===== config.mk =====
export PLATFORM = sky130hd
export DESIGN_NAME = gp_reg_xfer_ctrl_flat
export DESIGN_NICKNAME = d
export VERILOG_FILES = /design/src/rtl/gp_reg_xfer_ctrl_if.sv /design/src/rtl/gp_reg_xfer_ctrl.sv /design/src/flat_wrapper.sv
export SDC_FILE = /design/constraint.sdc
export NUM_CORES = 1
export LEC_CHECK = 0
export ABC_CLOCK_PERIOD_IN_PS = 2100
export CAP_MARGIN = 5
export CORE_UTILIZATION = 45
export CTS_CLUSTER_DIAMETER = 80
export DETAILED_ROUTE_END_ITERATION = 8
export PLACE_DENSITY = 0.77
export SLEW_MARGIN = 40
export SYNTH_ARGS = -nofsm -noshare
export SYNTH_HDL_FRONTEND = slang
export SYNTH_SLANG_ARGS = --single-unit

===== constraint.sdc =====
create_clock -name clk -period 2.1 [get_ports clk]
set_clock_uncertainty 0.1 [all_clocks]
set_input_delay 0.42 -clock clk [delete_from_list [all_inputs] [get_ports clk]]
set_output_delay 0.42 -clock clk [all_outputs]
set_load 0.01 [all_outputs]

===== src/rtl/gp_reg_xfer_ctrl_if.sv =====
// Bus bundle between the control decoder and the gp register transfer controller.
// The master modport is the controller; the slave modport is the decoder/register-file side.
interface gp_reg_xfer_ctrl_if #(
  parameter int N_REGS = 4,
  parameter int SEL_W  = 2
);
  logic              req;
  logic [SEL_W-1:0]  src;
  logic [SEL_W-1:0]  dst;
  logic [7:0]        bus_in;
  logic [N_REGS-1:0] n_oe;
  logic [N_REGS-1:0] w_clk;
  logic [7:0]        data_q;
  logic              busy;
  logic              done;
  logic              err;

  modport master (
    input  req, src, dst, bus_in,
    output n_oe, w_clk, data_q, busy, done, err
  );

  modport slave (
    output req, src, dst, bus_in,
    input  n_oe, w_clk, data_q, busy, done, err
  );
endinterface


===== src/rtl/gp_reg_xfer_ctrl.sv =====
// Register-to-register move sequencer for the gp register file: drives the source
// output enable, strobes the destination write clock, captures the byte, reports done.
module gp_reg_xfer_ctrl #(
  parameter int N_REGS = 4,
  parameter int SEL_W  = 2
) (
  input  logic                  clk,
  input  logic                  n_rst,
  gp_reg_xfer_ctrl_if.master    bus
);

  typedef enum logic [1:0] {
    IDLE  = 2'd0,
    DRIVE = 2'd1,
    LATCH = 2'd2,
    HOLD  = 2'd3
  } state_e;

  localparam logic [SEL_W:0] NREGS_W = (SEL_W + 1)'(N_REGS);

  state_e            state_q, state_d;
  logic [SEL_W-1:0]  src_q, src_d;
  logic [SEL_W-1:0]  dst_q, dst_d;
  logic [N_REGS-1:0] n_oe_q, n_oe_d;
  logic [N_REGS-1:0] w_clk_q, w_clk_d;
  logic [7:0]        data_q_q, data_q_d;
  logic              busy_q, busy_d;
  logic              done_q, done_d;
  logic              err_q, err_d;
  logic              req_ok;

  // A request is usable only if both indices exist and name different registers.
  assign req_ok = ({1'b0, bus.src} < NREGS_W) &&
                  ({1'b0, bus.dst} < NREGS_W) &&
                  (bus.src != bus.dst);

  always_ff @(posedge clk or negedge n_rst) begin
    if (!n_rst) begin
      state_q  <= IDLE;
      src_q    <= '0;
      dst_q    <= '0;
      n_oe_q   <= '1;
      w_clk_q  <= '0;
      data_q_q <= 8'h00;
      busy_q   <= 1'b0;
      done_q   <= 1'b0;
      err_q    <= 1'b0;
    end else begin
      state_q  <= state_d;
      src_q    <= src_d;
      dst_q    <= dst_d;
      n_oe_q   <= n_oe_d;
      w_clk_q  <= w_clk_d;
      data_q_q <= data_q_d;
      busy_q   <= busy_d;
      done_q   <= done_d;
      err_q    <= err_d;
    end
  end

  always_comb begin
    state_d = state_q;
    src_d   = src_q;
    dst_d   = dst_q;
    unique case (state_q)
      IDLE: begin
        if (bus.req && req_ok) begin
          state_d = DRIVE;
          src_d   = bus.src;
          dst_d   = bus.dst;
        end
      end
      DRIVE:   state_d = LATCH;
      LATCH:   state_d = HOLD;
      HOLD:    state_d = IDLE;
      default: state_d = IDLE;
    endcase
  end

  // Strobes are decoded from the next state so every output leaves a flop.
  always_comb begin
    n_oe_d   = '1;
    w_clk_d  = '0;
    busy_d   = (state_d != IDLE);
    done_d   = (state_q == HOLD);
    err_d    = (state_q == IDLE) && bus.req && !req_ok;
    data_q_d = (state_q == LATCH) ? bus.bus_in : data_q_q;
    for (int i = 0; i < N_REGS; i++) begin
      if ((state_d != IDLE) && (src_d == SEL_W'(i))) begin
        n_oe_d[i] = 1'b0;
      end
      if ((state_d == LATCH) && (dst_d == SEL_W'(i))) begin
        w_clk_d[i] = 1'b1;
      end
    end
  end

  assign bus.n_oe   = n_oe_q;
  assign bus.w_clk  = w_clk_q;
  assign bus.data_q = data_q_q;
  assign bus.busy   = busy_q;
  assign bus.done   = done_q;
  assign bus.err    = err_q;

endmodule


===== src/flat_wrapper.sv =====
// flat-port wrapper written by rule: the top's interface ports become plain ports
module gp_reg_xfer_ctrl_flat 
#(
  parameter int N_REGS = 4,
  parameter int SEL_W  = 2
)
  (clk, n_rst, bus_req, bus_src, bus_dst, bus_bus_in, bus_n_oe, bus_w_clk, bus_data_q, bus_busy, bus_done, bus_err);
  gp_reg_xfer_ctrl_if #(.N_REGS(N_REGS), .SEL_W(SEL_W)) bus_i ();
  input  logic clk;
  input  logic n_rst;
  input wire logic [$bits(bus_i.req)-1:0] bus_req;
  input wire logic [$bits(bus_i.src)-1:0] bus_src;
  input wire logic [$bits(bus_i.dst)-1:0] bus_dst;
  input wire logic [$bits(bus_i.bus_in)-1:0] bus_bus_in;
  output wire logic [$bits(bus_i.n_oe)-1:0] bus_n_oe;
  output wire logic [$bits(bus_i.w_clk)-1:0] bus_w_clk;
  output wire logic [$bits(bus_i.data_q)-1:0] bus_data_q;
  output wire logic [$bits(bus_i.busy)-1:0] bus_busy;
  output wire logic [$bits(bus_i.done)-1:0] bus_done;
  output wire logic [$bits(bus_i.err)-1:0] bus_err;
  assign bus_i.req = bus_req;
  assign bus_i.src = bus_src;
  assign bus_i.dst = bus_dst;
  assign bus_i.bus_in = bus_bus_in;
  assign bus_n_oe = bus_i.n_oe;
  assign bus_w_clk = bus_i.w_clk;
  assign bus_data_q = bus_i.data_q;
  assign bus_busy = bus_i.busy;
  assign bus_done = bus_i.done;
  assign bus_err = bus_i.err;
  gp_reg_xfer_ctrl #(.N_REGS(N_REGS), .SEL_W(SEL_W)) u_core (.clk(clk), .n_rst(n_rst), .bus(bus_i));
endmodule

---- After elaboration in Yosys (flattened, before gate mapping) ----
Index checks and enable logic that the tools add are counted.
operators by class
  mux-type cells .......................... 14
  equal/unequal tests ..................... 11
  reductions and logical operators ........ 16
operators by type and width
  operator            number
  $eq 2x2->1 const B  7
  $logic_and 1x1->1   11
  $mux 2              5
  $mux 1              8
  $pmux 2 s4          1
  $eq 2x1->1 const B  3
  $logic_not 2->1     3
  $ne 2x2->1          1
  $reduce_bool 2->1   1
  $logic_not 1->1     1
storage, ports and cells
  bits of input ports ..................... 15
  register bits after elaboration ......... 25
  output and inout port bits .............. 19

---- Longest topological paths before layout ----
Gate-level depths: netlist of the first run.
  depth in word-level cells ............... 7
  mapped depth ............................ 6
  gate-level depth less buffers ........... 5

---- Worst setup path before layout of the first run ----
OpenSTA, ideal clock, no wires.
  path kind ............................... reg2reg
  from .................................... reg u_core.state_q[0]
  to ...................................... reg u_core.dst_q[1]
  clock period less this slack ............ 1.600 ns
  path buffers ............................ 1
  stages on the path, launching flop included .. 7
  path slack .............................. 0.500 ns
  arrival ................................. 1.375 ns
  cell sequence ........................... dfrtp_1 inv_1 ha_1 nand2_1 a21o_1 buf_6 mux2_4
between the ends
  cells in the longest elaborated chain, start to end .. 2
ends and longest elaborated chain
  what                      line                    source
  start: declaration        gp_reg_xfer_ctrl.sv:21  state_e state_q, state_d;
  start signal: assignment  gp_reg_xfer_ctrl.sv:49  state_q <= state_d;
  $logic_not 2->1           gp_reg_xfer_ctrl.sv:65  unique case (state_q)
  $mux 2                    gp_reg_xfer_ctrl.sv:65
  net u_core.dst_d[1]       gp_reg_xfer_ctrl.sv:23  logic [SEL_W-1:0] dst_q, dst_d;
  end signal: assignment    gp_reg_xfer_ctrl.sv:51  dst_q <= dst_d;
  end: declaration          gp_reg_xfer_ctrl.sv:23
The timed path passes the listed nets, and every way through them passes these cells.
A chain may end at the register's enable or synchronous reset.

---- Worst setup path after layout of the first run ----
  from .................................... reg u_core.n_oe_q[2] (netlist: u_core.bus.n_oe[2])
  to ...................................... out bus_n_oe[2]
RTL lines
  what                      line                    source
  start: declaration        gp_reg_xfer_ctrl.sv:24  logic [N_REGS-1:0] n_oe_q, n_oe_d;
  start signal: assignment  gp_reg_xfer_ctrl.sv:52  n_oe_q <= n_oe_d;
  end: declaration          flat_wrapper.sv:15      output wire logic [$bits(bus_i.n_oe)-1:0] bus_n_oe;
No word-level cell between the ends.

==> impl_metrics.env, run 1 <==
export IMPL_outcome="finished clean"
export IMPL_final_area_um2=1521
export IMPL_power_density_nw_per_um2=1271
export IMPL_path_clk_slew_ns=0.12
export IMPL_worstSkewPairLatency_ns=0.30
export IMPL_yosys_area_top_type_share_pct=47.62
export IMPL_p_clk_share_pct=10.3
export IMPL_die_w_um=51.52
export IMPL_slew_viol_final=0
export IMPL_critical_path_top_delay_family="flip-flops"
export IMPL_synth_nets=103
export IMPL_gp_congestion=0.7845
export IMPL_ios=34
export IMPL_synth_seq_area_share_pct=57.14
export IMPL_start_util_pct=48.95
export IMPL_syn_area_um2=1104
export IMPL_totalWireLength_mm=2.062
export IMPL_crit_buf_inv=1
export IMPL_die_y_um=51.52
export IMPL_p_leak_nw=0.6550
export IMPL_routedWlPerCell_um=13.57
export IMPL_htree_levels=1
export IMPL_slew_limit_headroom_pct=67.48
export IMPL_fmax_mhz=532.2
export IMPL_endpoint="bus_n_oe[2]"
export IMPL_cts_buffers=3
export IMPL_antenna_found_initial=0
export IMPL_p_seq_share_pct=41.8
export IMPL_crit_chain="clkdlybuf4s50_1"
export IMPL_pwr_share_comb_pct=47.8
export IMPL_postCtsHoldBufs=0
export IMPL_cp_max_fo=1
export IMPL_syn_avg_cell_area_um2=13.14
export IMPL_ys_warn_count=0
export IMPL_r2r_setup_slack_ns=0.31
export IMPL_synth_cells=84
export IMPL_rsz0062_at_grt="false"
export IMPL_routed_via_density=5.184
export IMPL_worstPathRequired_ns=1.58
export IMPL_row_count=17
export IMPL_cp_data_arrival_time_ns=1.36
export IMPL_slowest_stage="dfstp_2"
export IMPL_nNetsFinal=144
export IMPL_antenna_left=0
export IMPL_cts_setup_buffers=0
export IMPL_worst_path_stages=1
export IMPL_grt_pass1_vias=761
export IMPL_place_port_buffers=33
export IMPL_setup_violations=0
export IMPL_ys_top_cells_by_area="dfrtp_1, dfstp_2, mux2_2"
export IMPL_synth_largest_area_cell="dfrtp_1"
export IMPL_drt_pass1_iter_count=4
export IMPL_vias=788
export IMPL_endpoint_kind="primary output"
export IMPL_dieArea_um2=2654
export IMPL_cts_tree="built"
export IMPL_grt_usage_pct=18.36
export IMPL_reg2reg_to="u_core.dst_q[1]"
export IMPL_final_common_cell="clkdlybuf4s50_1"
export IMPL_drv_cap=0
export IMPL_hpwl_mm=1.663
export IMPL_cts_resized=0
export IMPL_reg2reg_depth=5
export IMPL_grt_overflow=0
export IMPL_hold_viol=0
export IMPL_mostFrequentLayoutCells="clkdlybuf4s50_1, dfrtp_1, inv_1, mux2_2, mux2i_1"
export IMPL_critPathKind="reg2out"
export IMPL_timing_final_crit_period_ns=1.879
export IMPL_drcViolationCount=0
export IMPL_grt_pass1_wl_mm=3.505
export IMPL_antenna_cells=0
export IMPL_critPathLaunch="u_core.bus.n_oe[2]"
export IMPL_startpoint_type="register"
export IMPL_cpPeakStageDelay_ns=0.54
export IMPL_p_switching_mw=0.6358
export IMPL_drt_iter0_markers=19
export IMPL_reg2reg_from="u_core.state_q[0]"
export IMPL_peakVddDrop_mv=0.8300
export IMPL_whs_ns=0.3031
export IMPL_tns_ns=0
export IMPL_utilization_pct=67.48
export IMPL_clock_sinks=25
export IMPL_dpl_cell_area_um2=1495
export IMPL_p_int_mw=1.298
export IMPL_synth_cell_types=22
export IMPL_fin_crit_sh_pct=89.47
export IMPL_ys_ff_latch=25
export IMPL_grt_max_degree=17
export IMPL_drive_above_1_share_pct=18.55
export IMPL_clk_path_buf_depth=2
export IMPL_core_area_um2=2255
export IMPL_swShare_pct=32.88
export IMPL_root_buffer="clkbuf_4"
export IMPL_power_total_mw=1.934
export IMPL_tightest_slew_ns=0.4754
export IMPL_syn_to_final_growth_pct=37.87
export IMPL_hp_class="in2async"
per-layer routing:
metal | routed length [um] | track usage [%]
met5 | 0 | 0
met4 | 27 | 7.207
met3 | 113 | 2.924
met2 | 1052 | 32.68
met1 | 868 | 22.05
stage by stage:
step	std cells	worst slack (ns)
after floorplan	84	0.4998
after global placement	148	0.1841
after detailed placement	148	0.07216
after CTS	152	0.1979
after global routing	152	0.1623
final	152	0.2211
how the worst min path moves through the flow:
stage | slack (ns) | endpoint
after detailed placement | 0.39 | u_core.bus.n_oe[1]
after global placement | 0.37 | u_core.bus.n_oe[1]
final | 0.30 | u_core.bus.busy
after global routing | 0.32 | u_core.bus.busy
after CTS | 0.31 | u_core.state_q[1]
after floorplan | 0.02 | u_core.bus.busy
layout make-up:
class,instances,area (um^2)
inverter,8,30.03
timing repair buffer,39,375.4
sequential,25,630.6
tap,28,35.03
fill,187,733.2
multi-input combinational,48,424.2
clock buffer,4,26.28
logic make-up after synthesis:
logic type               after synthesis  synth area share, %
adder cells (fa/ha/maj)                4                4.535
buffers and inverters                 11                4.421
AND/OR/NAND/NOR                       15                6.916
flip-flops                            25                57.14
multiplexers                          17                16.89
XOR/XNOR                               2                1.588
AO/OA/AOI/OAI                         10                8.503
flip-flops by register name (all words and copies together), names as in the netlist:
name and cells:
u_core.bus.data_q 8, u_core.bus.busy 1, u_core.state_q 2, u_core.src_q 2, u_core.bus.n_oe 4, u_core.bus.err 1
u_core.bus.w_clk 4, u_core.bus.done 1, u_core.dst_q 2
power by group through the flow:
stage                     clock network [mW]  logic [mW]  registers (mW)
after floorplan                            0       0.444           0.876
after global placement                     0       0.897           0.807
after detailed placement                   0       0.933           0.820
after CTS                              0.214       0.935           0.809
after global routing                   0.233        1.01           0.832
final                                  0.200       0.925           0.809
cell usage after synthesis:
cell type   n
a21o_1      1
nand2_1     4
dfrtp_1    21
or2b_1      1
a41oi_1     4
mux2_1      1
nand2b_1    1
clkbuf_1    1
mux2_4      1
nand3_1     5
nor2_1      2
dfstp_2     4
buf_6       1
a2111oi_0   4
mux2i_1     7
xnor2_1     2
buf_1       1
mux2_2      8
a21oi_4     1
ha_1        4
nand3b_1    2
inv_1       8
No activity file was read; power rests on OpenSTA's default activity.
==> run 2: changes to the inputs <==
PLACE_DENSITY = 0.78   (was 0.77)
==> impl_metrics.env, run 2 (same netlist as run 1, synthesis figures left out) <==
export IMPL_crit_chain="clkdlybuf4s50_1"
export IMPL_critical_path_top_delay_family="flip-flops"
export IMPL_cts_tree="built"
export IMPL_clock_sinks=25
export IMPL_slowest_stage="dfstp_2"
export IMPL_routed_via_density=5.191
export IMPL_grt_met2_usage_pct=30.09
export IMPL_antenna_left=0
export IMPL_gp_congestion=0.8068
export IMPL_cts_resized=0
export IMPL_antenna_cells=0
export IMPL_start_util_pct=48.95
export IMPL_largest_register_ffs=8
export IMPL_final_common_cell="clkdlybuf4s50_1"
export IMPL_cts_buffers=3
export IMPL_cp_max_fo=1
export IMPL_rsz0062_at_grt="false"
export IMPL_startpoint_type="register"
export IMPL_busiest_layer="met2"
export IMPL_vias=789
export IMPL_setup_violations=0
export IMPL_antenna_found_initial=0
export IMPL_cp_data_arrival_time_ns=1.40
export IMPL_syn_to_final_growth_pct=37.98
export IMPL_grt_pass1_vias=795
export IMPL_grt_max_degree=26
export IMPL_fmax_mhz=521.8
export IMPL_drv_cap=0
export IMPL_post_place_cells=148
export IMPL_p_leak_nw=0.6577
export IMPL_worstPathRequired_ns=1.58
export IMPL_grt_usage_pct=17.84
export IMPL_core_area_um2=2255
export IMPL_place_port_buffers=33
export IMPL_clk_path_buf_depth=2
export IMPL_power_density_nw_per_um2=1270
export IMPL_seqCellArea_um2=630.6
export IMPL_grt_overflow=0
export IMPL_outcome="finished clean"
export IMPL_path_clk_slew_ns=0.13
export IMPL_slew_limit_headroom_pct=66.48
export IMPL_postCtsHoldBufs=0
export IMPL_tns_ns=0
export IMPL_mostFrequentLayoutCells="clkdlybuf4s50_1, dfrtp_1, inv_1, mux2_2, mux2i_1"
export IMPL_crit_buf_inv=1
export IMPL_hold_viol=0
export IMPL_root_buffer="clkbuf_4"
export IMPL_drive_above_1_share_pct=19.35
export IMPL_fin_crit_sh_pct=91.26
export IMPL_endpoint_kind="primary output"
export IMPL_use_met3_pct=2.047
export IMPL_fill_cells=181
export IMPL_tightest_slew_ns=0.4901
export IMPL_hpwl_mm=1.534
export IMPL_grt_pass1_wl_mm=3.436
export IMPL_grtUsageMet1_pct=22.97
export IMPL_multi_input_area_um2=424.2
export IMPL_totalWireLength_mm=1.980
export IMPL_hp_class="in2async"
export IMPL_cts_setup_buffers=0
export IMPL_critPathKind="reg2out"
export IMPL_drt_pass1_iter_count=4
export IMPL_row_count=17
export IMPL_drt_iter0_markers=10
export IMPL_die_w_um=51.52
export IMPL_ios=34
export IMPL_nNetsFinal=144
export IMPL_htree_levels=1
export IMPL_drcViolationCount=0
export IMPL_peakVddDrop_mv=0.8227
export IMPL_slew_viol_final=0
export IMPL_cpPeakStageDelay_ns=0.55
export IMPL_die_y_um=51.52
export IMPL_timing_final_crit_period_ns=1.917
export IMPL_dieArea_um2=2654
export IMPL_routedWlPerCell_um=13.03
export IMPL_worstSkewPairLatency_ns=0.32
export IMPL_final_cells=152
[run 2: metrics by stage]
step / cell area (um^2) / utilization (%) / power, mW / setup slack, ns / hold WS, ns
after detailed placement: 1495 / 66.32 / 1.745 / 0.1324 / 0.3824
after global routing: 1523 / 67.54 / 2.082 / 0.1366 / 0.3673
after global placement: 1495 / 66.32 / 1.706 / 0.1792 / 0.3739
final: 1523 / 67.54 / 1.935 / 0.1835 / 0.3374
after CTS: 1523 / 67.54 / 1.952 / 0.1645 / 0.3421
after floorplan: 1104 / - / 1.320 / 0.4998 / 0.02441
[run 2: path summary, 6_finish.rpt]
check,end,slack (ns),from,cells past startpoint
worst max-delay path,bus_n_oe[2],0.18,u_core.bus.n_oe[2],1
worst min-delay path,u_core.dst_q[1],0.34,n_rst,2
worst max register to register,u_core.dst_q[1],0.34,u_core.state_q[0],5
worst min register to register,u_core.bus.n_oe[3],0.41,u_core.src_q[0],1
max in group asynchronous,u_core.bus.n_oe[3],1.26,n_rst,2
min in group clk,u_core.bus.n_oe[3],0.41,u_core.src_q[0],1
[run 2: routing by layer]
metal	vias to the layer above	routed length, um
li1	376	-
met1	384	857
met2	27	975
met3	2	125
met4	0	22
met5	-	0
[run 2: worst register-to-register path, stage by stage (launching register included)]
cell,delay (ns)
dfrtp_1,0.42
inv_1,0.08
ha_1,0.24
nand2_1,0.22
a21o_1,0.29
mux2_4,0.32
[run 2: layout make-up]
cell class | instances | area share, %
well taps | 28 | 2.301
inverters | 8 | 1.972
repair buffers | 39 | 24.65
clock inverters | 1 | 0.3287
flip-flops and latches | 25 | 41.41
multi-input cells | 48 | 27.86
clock buffers | 3 | 1.479
[run 2: power by group]
part / total, mW / switching [mW] / internal [mW]
Clock: 0.206 / 0.135 / 0.0713
Combinational: 0.915 / 0.393 / 0.522
Sequential: 0.813 / 0.114 / 0.699
Total: 1.93 / 0.642 / 1.29
==> run 3: changes to the inputs <==
==> constraint.sdc (replaced) <==
create_clock -name clk -period 2.1 [get_ports clk]
set_clock_uncertainty 0.1 [all_clocks]
set_input_delay 0.42 -clock clk [delete_from_list [all_inputs] [get_ports clk]]
set_output_delay 0.42 -clock clk [all_outputs]
set_load 0.02 [all_outputs]
==> results of run 3 <==
The final DEF is identical to that of run 2. Status: finished clean.
Main changes from that run: setup slack after layout 0.1835 ns -> 0.1155 ns; total power 1.935 mW -> 2.042 mW; worst IR drop on VDD 0.8227 mV -> 0.8473 mV
==> variant 1 (config.mk and constraints of run 2) <==
The 4 states of `state_e` get a one-hot encoding in 4 bits.
--- a/src/rtl/gp_reg_xfer_ctrl.sv
+++ b/src/rtl/gp_reg_xfer_ctrl.sv
@@ -11,7 +11,7 @@
 
-  typedef enum logic [1:0] {
-    IDLE  = 2'd0,
-    DRIVE = 2'd1,
-    LATCH = 2'd2,
-    HOLD  = 2'd3
+  typedef enum logic [3:0] {
+    IDLE  = 4'b0001,
+    DRIVE = 4'b0010,
+    LATCH = 4'b0100,
+    HOLD  = 4'b1000
   } state_e;
Formal check against the unedited RTL: no difference found for any inputs over 10 cycles, from zero or initial values and one cycle with n_rst low; not proved beyond that.
==> variant 1 against run 2 <==
Total power shrank 22%. Cell count is 9.2% lower. Non-clock buffer count down 1. Die area decreased by 5.3%. Worst setup slack better by 0.026 ns. Worst hold slack better by 0.033 ns. Design area is 4.4% lower. Fmax increased by 1.4%. Sequential cell count up 2. Global-route usage shrank 0.37 points. Area after synthesis shrank 5.6%. Routed wire length down 4.1%. Critical path type unchanged. Largest cell class unchanged. Largest power group is now registers.
==> variant 1: results (changes against run 2) <==
status=complete, no violations (unchanged); synthesized area per cell=14.9 um2 (was 13.1 um2); Routed WL=1900 um (was 1980 um); first-pass GRT wire length=3280 um (was 3440 um); Commonest cells post-synth=22 x dfrtp_1, 8 x mux2_2, 5 x dfstp_2, 5 x nand2_1, 4 x inv_1 (was 21 x dfrtp_1, 8 x inv_1, 8 x mux2_2); Total GRT Usage=17.5% (was 17.8%); detailed-route via count=704 (was 789); Worst-path clk slew=0.13 ns (about the same); DP HPWL=1420 um (was 1530 um); largest net degree at the start of global routing=28 (was 26); Initial DRC Count=7 (was 10); Final Wtd Congestion=0.827 (was 0.807); placed cell count=134 (was 148); Mapped Nets=85 (was 103); met2 usage=31.6% (was 30.1%); CTS Buf Count=3 (unchanged); fraction of layout cells with a size suffix above 1=24.5% (was 19.4%); vias in the first global route=785 (was 795); worst skew pair latency=0.30 ns (was 0.32 ns); sequential area share after synthesis=65.4% (was 57.1%); synth top area cells=dfrtp_1 53%, dfstp_2 13%, mux2_2 8.6%, mux2_4 4.3%, o32a_1 2.9% (was dfrtp_1 48%, dfstp_2 9.5%, mux2_2 8.2%, mux2i_1 6.3%, ha_1 4.5%); Max IR drop VDD=0.651 mV (was 0.823 mV); max reg flops=8 (unchanged); leakage power=0.659 nW (was 0.658 nW); met1 usage=20.4% (was 23.0%); met3 Use GR=4.32% (was 2.05%); Rel. slew slack=71.5% (was 66.5%); DR pass1 iterations=5 (was 4); DR vias/cell=5.10 (was 5.19)
==> variant 1: cell types whose count changed after synthesis, moves of 3 or more <==
cell / change
a2111oi_0: -4
mux2i_1: -6
a41oi_1: -4
nand3_1: -5
o32a_1: +3
inv_1: -4
ha_1: -4
==> variant 1: worst paths after layout <==
| path | startpoint | to | slack (ns) | depth (start not counted) |
|---|---|---|---|---|
| max in group asynchronous | n_rst | u_core.state_q[0]$_DFF_PN1_ | 1.23 | 2 |
| hold / removal | n_rst | u_core.dst_q[0]$_DFF_PN0_ | 0.37 | 2 |
| setup / recovery | u_core.bus.n_oe[3]$_DFF_PN1_ | bus_n_oe[3] | 0.21 | 1 |
| hold reg to reg | u_core.dst_q[1]$_DFF_PN0_ | u_core.bus.w_clk[1]$_DFF_PN0_ | 0.42 | 1 |
| setup reg to reg | u_core.state_q[1]$_DFF_PN0_ | u_core.dst_q[0]$_DFF_PN0_ | 0.30 | 3 |
| min in group clk | u_core.dst_q[1]$_DFF_PN0_ | u_core.bus.w_clk[1]$_DFF_PN0_ | 0.42 | 1 |
==> variant 1: cells by family after synthesis <==
group	after synthesis	synth area share [%]
DFF	27	65.4
AOI/OAI and AO/OA	7	6.00
muxes	12	13.9
buffers and inverters	6	3.00
and+or+nand+nor	16	9.96
xor gates and xnor gates	2	1.68
==> variant 1: area by class of cell <==
| class | instances | area, um2 |
|---|---|---|
| fill | 163 | 736 |
| tap | 28 | 35.0 |
| inverter | 4 | 15.0 |
| timing repair buffer | 38 | 368 |
| sequential | 27 | 682 |
| clock buffer | 4 | 26.3 |
| multi-input combinational | 37 | 329 |
==> variant 1: power by group <==
part / internal (mW) / switching (mW)
logic: 0.328 / 0.195
registers: 0.682 / 0.105
clock network: 0.0740 / 0.134
==> variant 1: through the flow <==
step | util, % | worst slack, ns | instance area [um2] | hold slack (ns) | total power [mW]
after floorplan | - | 0.440 | 1040 | 0.0244 | 1.06
after global placement | 65.2 | -0.0635 | 1430 | 0.389 | 1.30
after detailed placement | 65.2 | -0.101 | 1430 | 0.395 | 1.33
after CTS | 66.4 | 0.194 | 1460 | 0.376 | 1.54
after global routing | 66.4 | 0.167 | 1460 | 0.385 | 1.61
final | 66.4 | 0.210 | 1460 | 0.370 | 1.52
==> variant 1: routing by layer <==
layer | wire length (um) | vias to the layer above
met1 | 774 | 346
met4 | 13 | 0
met3 | 116 | 2
li1 | - | 328
met5 | 0 | -
met2 | 993 | 28
==> variant 2 (flow settings as in run 2) <==
Made on the original files. `SEL_W` is set to 2 in 3 places; all go to 3.
--- a/src/rtl/gp_reg_xfer_ctrl_if.sv
+++ b/src/rtl/gp_reg_xfer_ctrl_if.sv
@@ -4,3 +4,3 @@
   parameter int N_REGS = 4,
-  parameter int SEL_W  = 2
+  parameter int SEL_W  = 3
 );
--- a/src/rtl/gp_reg_xfer_ctrl.sv
+++ b/src/rtl/gp_reg_xfer_ctrl.sv
@@ -4,3 +4,3 @@
   parameter int N_REGS = 4,
-  parameter int SEL_W  = 2
+  parameter int SEL_W  = 3
 ) (
--- a/src/flat_wrapper.sv
+++ b/src/flat_wrapper.sv
@@ -4,3 +4,3 @@
   parameter int N_REGS = 4,
-  parameter int SEL_W  = 2
+  parameter int SEL_W  = 3
 )
Ports: changed (resized bus_dst and bus_src); port bits go from 34 to 36. The function was not compared with the original's and may differ.
==> variant 2 against run 2 <==
Worst setup slack got worse by 0.067 ns. Area after synthesis increased by 14%. Global-route usage increased by 0.062 points. Sequential cell count increased by 2. Cell count increased by 9.9%. Total power increased by 6.0%. Design area increased by 14%. Routed wire length increased by 21%. Largest cell class unchanged.
==> variant 2: results (changes against run 2) <==
status=complete, no violations (unchanged); xor and xnor fraction of the mapped netlist area=1.39% (was 1.59%); yosys synthesis warning count=0 (unchanged); leakage power=0.799 nW (was 0.658 nW); DR vias/cell=5.10 (was 5.19); fraction of layout cells with a size suffix above 1=28.5% (was 19.4%); DP HPWL=1780 um (was 1530 um); Fillers=196 (was 181); R2R Setup Slk=0.30 ns (was 0.34 ns); dpl cell area=1710 um2 (was 1500 um2); Worst EP arrival=2.10 ns (was 1.40 ns); Synth cell types=23 (was 22); setup bufs post-CTS=0 (unchanged); Initial DRC Count=4 (was 10); H-tree Lvls=1 (unchanged); layout net count=160 (was 144); vias in the first global route=817 (was 795); pre-CTS WS=-0.227 ns (was 0.132 ns); first-pass GRT wire length=3730 um (was 3440 um); worst slew pin tran=0.462 ns (was 0.490 ns); Mapped Nets=110 (was 103); sw frac=32.1% (was 33.2%); Synth async-reset ratio=100% (unchanged); Clock Tree Buf Depth=2 (unchanged); Max IR drop VDD=0.782 mV (was 0.823 mV); Routed WL=2410 um (was 1980 um); portion of netlist area occupied by mux cells=20.9% (was 16.9%); Resized cells post-CTS=0 (unchanged); synth top area cells=dfrtp_1 46%, mux2_2 13%, dfstp_2 8.4%, ha_1 5.0%, mux2i_1 4.8% (was dfrtp_1 48%, dfstp_2 9.5%, mux2_2 8.2%, mux2i_1 6.3%, ha_1 4.5%); DR pass1 iterations=2 (was 4); sequential area share after synthesis=54.2% (was 57.1%); Max Fanout on Critical Path=7 (was 1); Hold WC Path Type=primary input to async pin (unchanged); worst skew pair latency=0.31 ns; Worst path slowest cell=clkdlybuf4s50_1 (was dfstp_2); IO Port Bufs=35 (was 33); Total GRT Usage=17.9% (was 17.8%); Worst-path clk slew=0.13 ns (about the same); largest net degree at the start of global routing=28 (was 26); slowest stage delay, CP=0.48 ns (was 0.55 ns); Synth Area in Compound Gates=5.08% (was 8.50%); Final Wtd Congestion=0.730 (was 0.807); synthesized-area fraction occupied by adder cells=4.98% (was 4.54%); Commonest cells post-synth=23 x dfrtp_1, 14 x mux2_2, 7 x inv_1 (was 21 x dfrtp_1, 8 x inv_1, 8 x mux2_2); Tmin final=1.98 ns (was 1.92 ns)
## variant 2: per-stage QoR
step / power (mW) / std cells / hold WS (ns)
floorplan: 1.39 / 88 / 0.0244
detailed placement: 1.85 / 163 / 0.397
global route: 2.21 / 167 / 0.385
global placement: 1.80 / 163 / 0.389
finish: 2.05 / 167 / 0.366
CTS: 2.08 / 167 / 0.366
## variant 2: worst max-delay path: cells and delay by family
family                     cells  cell delay (ns)
buffers and inverters          3             0.74
muxes                          1             0.34
AOI/OAI and AO/OA              1             0.26
adders and majority gates      1             0.33
## variant 2: cell families after synthesis
logic type      Yosys count
compound gates            6
xor+xnor                  2
fa+ha+maj                 5
buf+inv                   9
flops                    27
mux                      23
simple gates             16
## variant 2: routing by layer
layer	vias up	global-route usage [%]	share of wire [%]
met5	-	0	0
met4	0	6.41	0.42
met3	2	2.50	5.2
met2	25	28.5	49
met1	406	24.6	45
li1	419	-	-
## variant 2: layout make-up
cell class | count | area, um2 | share of cell area (%)
Sequential cell | 27 | 681 | 39.1
Inverter | 7 | 26.3 | 1.51
Tap cell | 30 | 37.5 | 2.16
Clock buffer | 4 | 26.3 | 1.51
Timing Repair Buffer | 47 | 440 | 25.3
Multi-Input combinational cell | 52 | 529 | 30.4
## variant 2: final timing paths
check                                                  from                          endpoint  cells past startpoint
setup / recovery                                 bus_dst[2]         u_core.dst_q[1]$_DFF_PN0_                      6
hold / removal                                        n_rst  u_core.bus.data_q[1]$_DFFE_PN0P_                      2
setup reg to reg                u_core.state_q[0]$_DFF_PN0_      u_core.bus.n_oe[0]$_DFF_PN1_                      5
hold reg to reg            u_core.bus.data_q[0]$_DFFE_PN0P_  u_core.bus.data_q[0]$_DFFE_PN0P_                      1
max in group asynchronous                             n_rst      u_core.bus.n_oe[1]$_DFF_PN1_                      2
min in group clk           u_core.bus.data_q[0]$_DFFE_PN0P_  u_core.bus.data_q[0]$_DFFE_PN0P_                      1
## variant 2: power groups by stage
stage	clock network [mW]	registers, mW	logic [mW]
2_1_floorplan	0	0.952	0.441
3_3_place_gp	0	0.888	0.914
3_5_place_dp	0	0.904	0.950
4_1_cts	0.228	0.895	0.955
5_1_grt	0.245	0.930	1.03
6_report	0.216	0.893	0.942
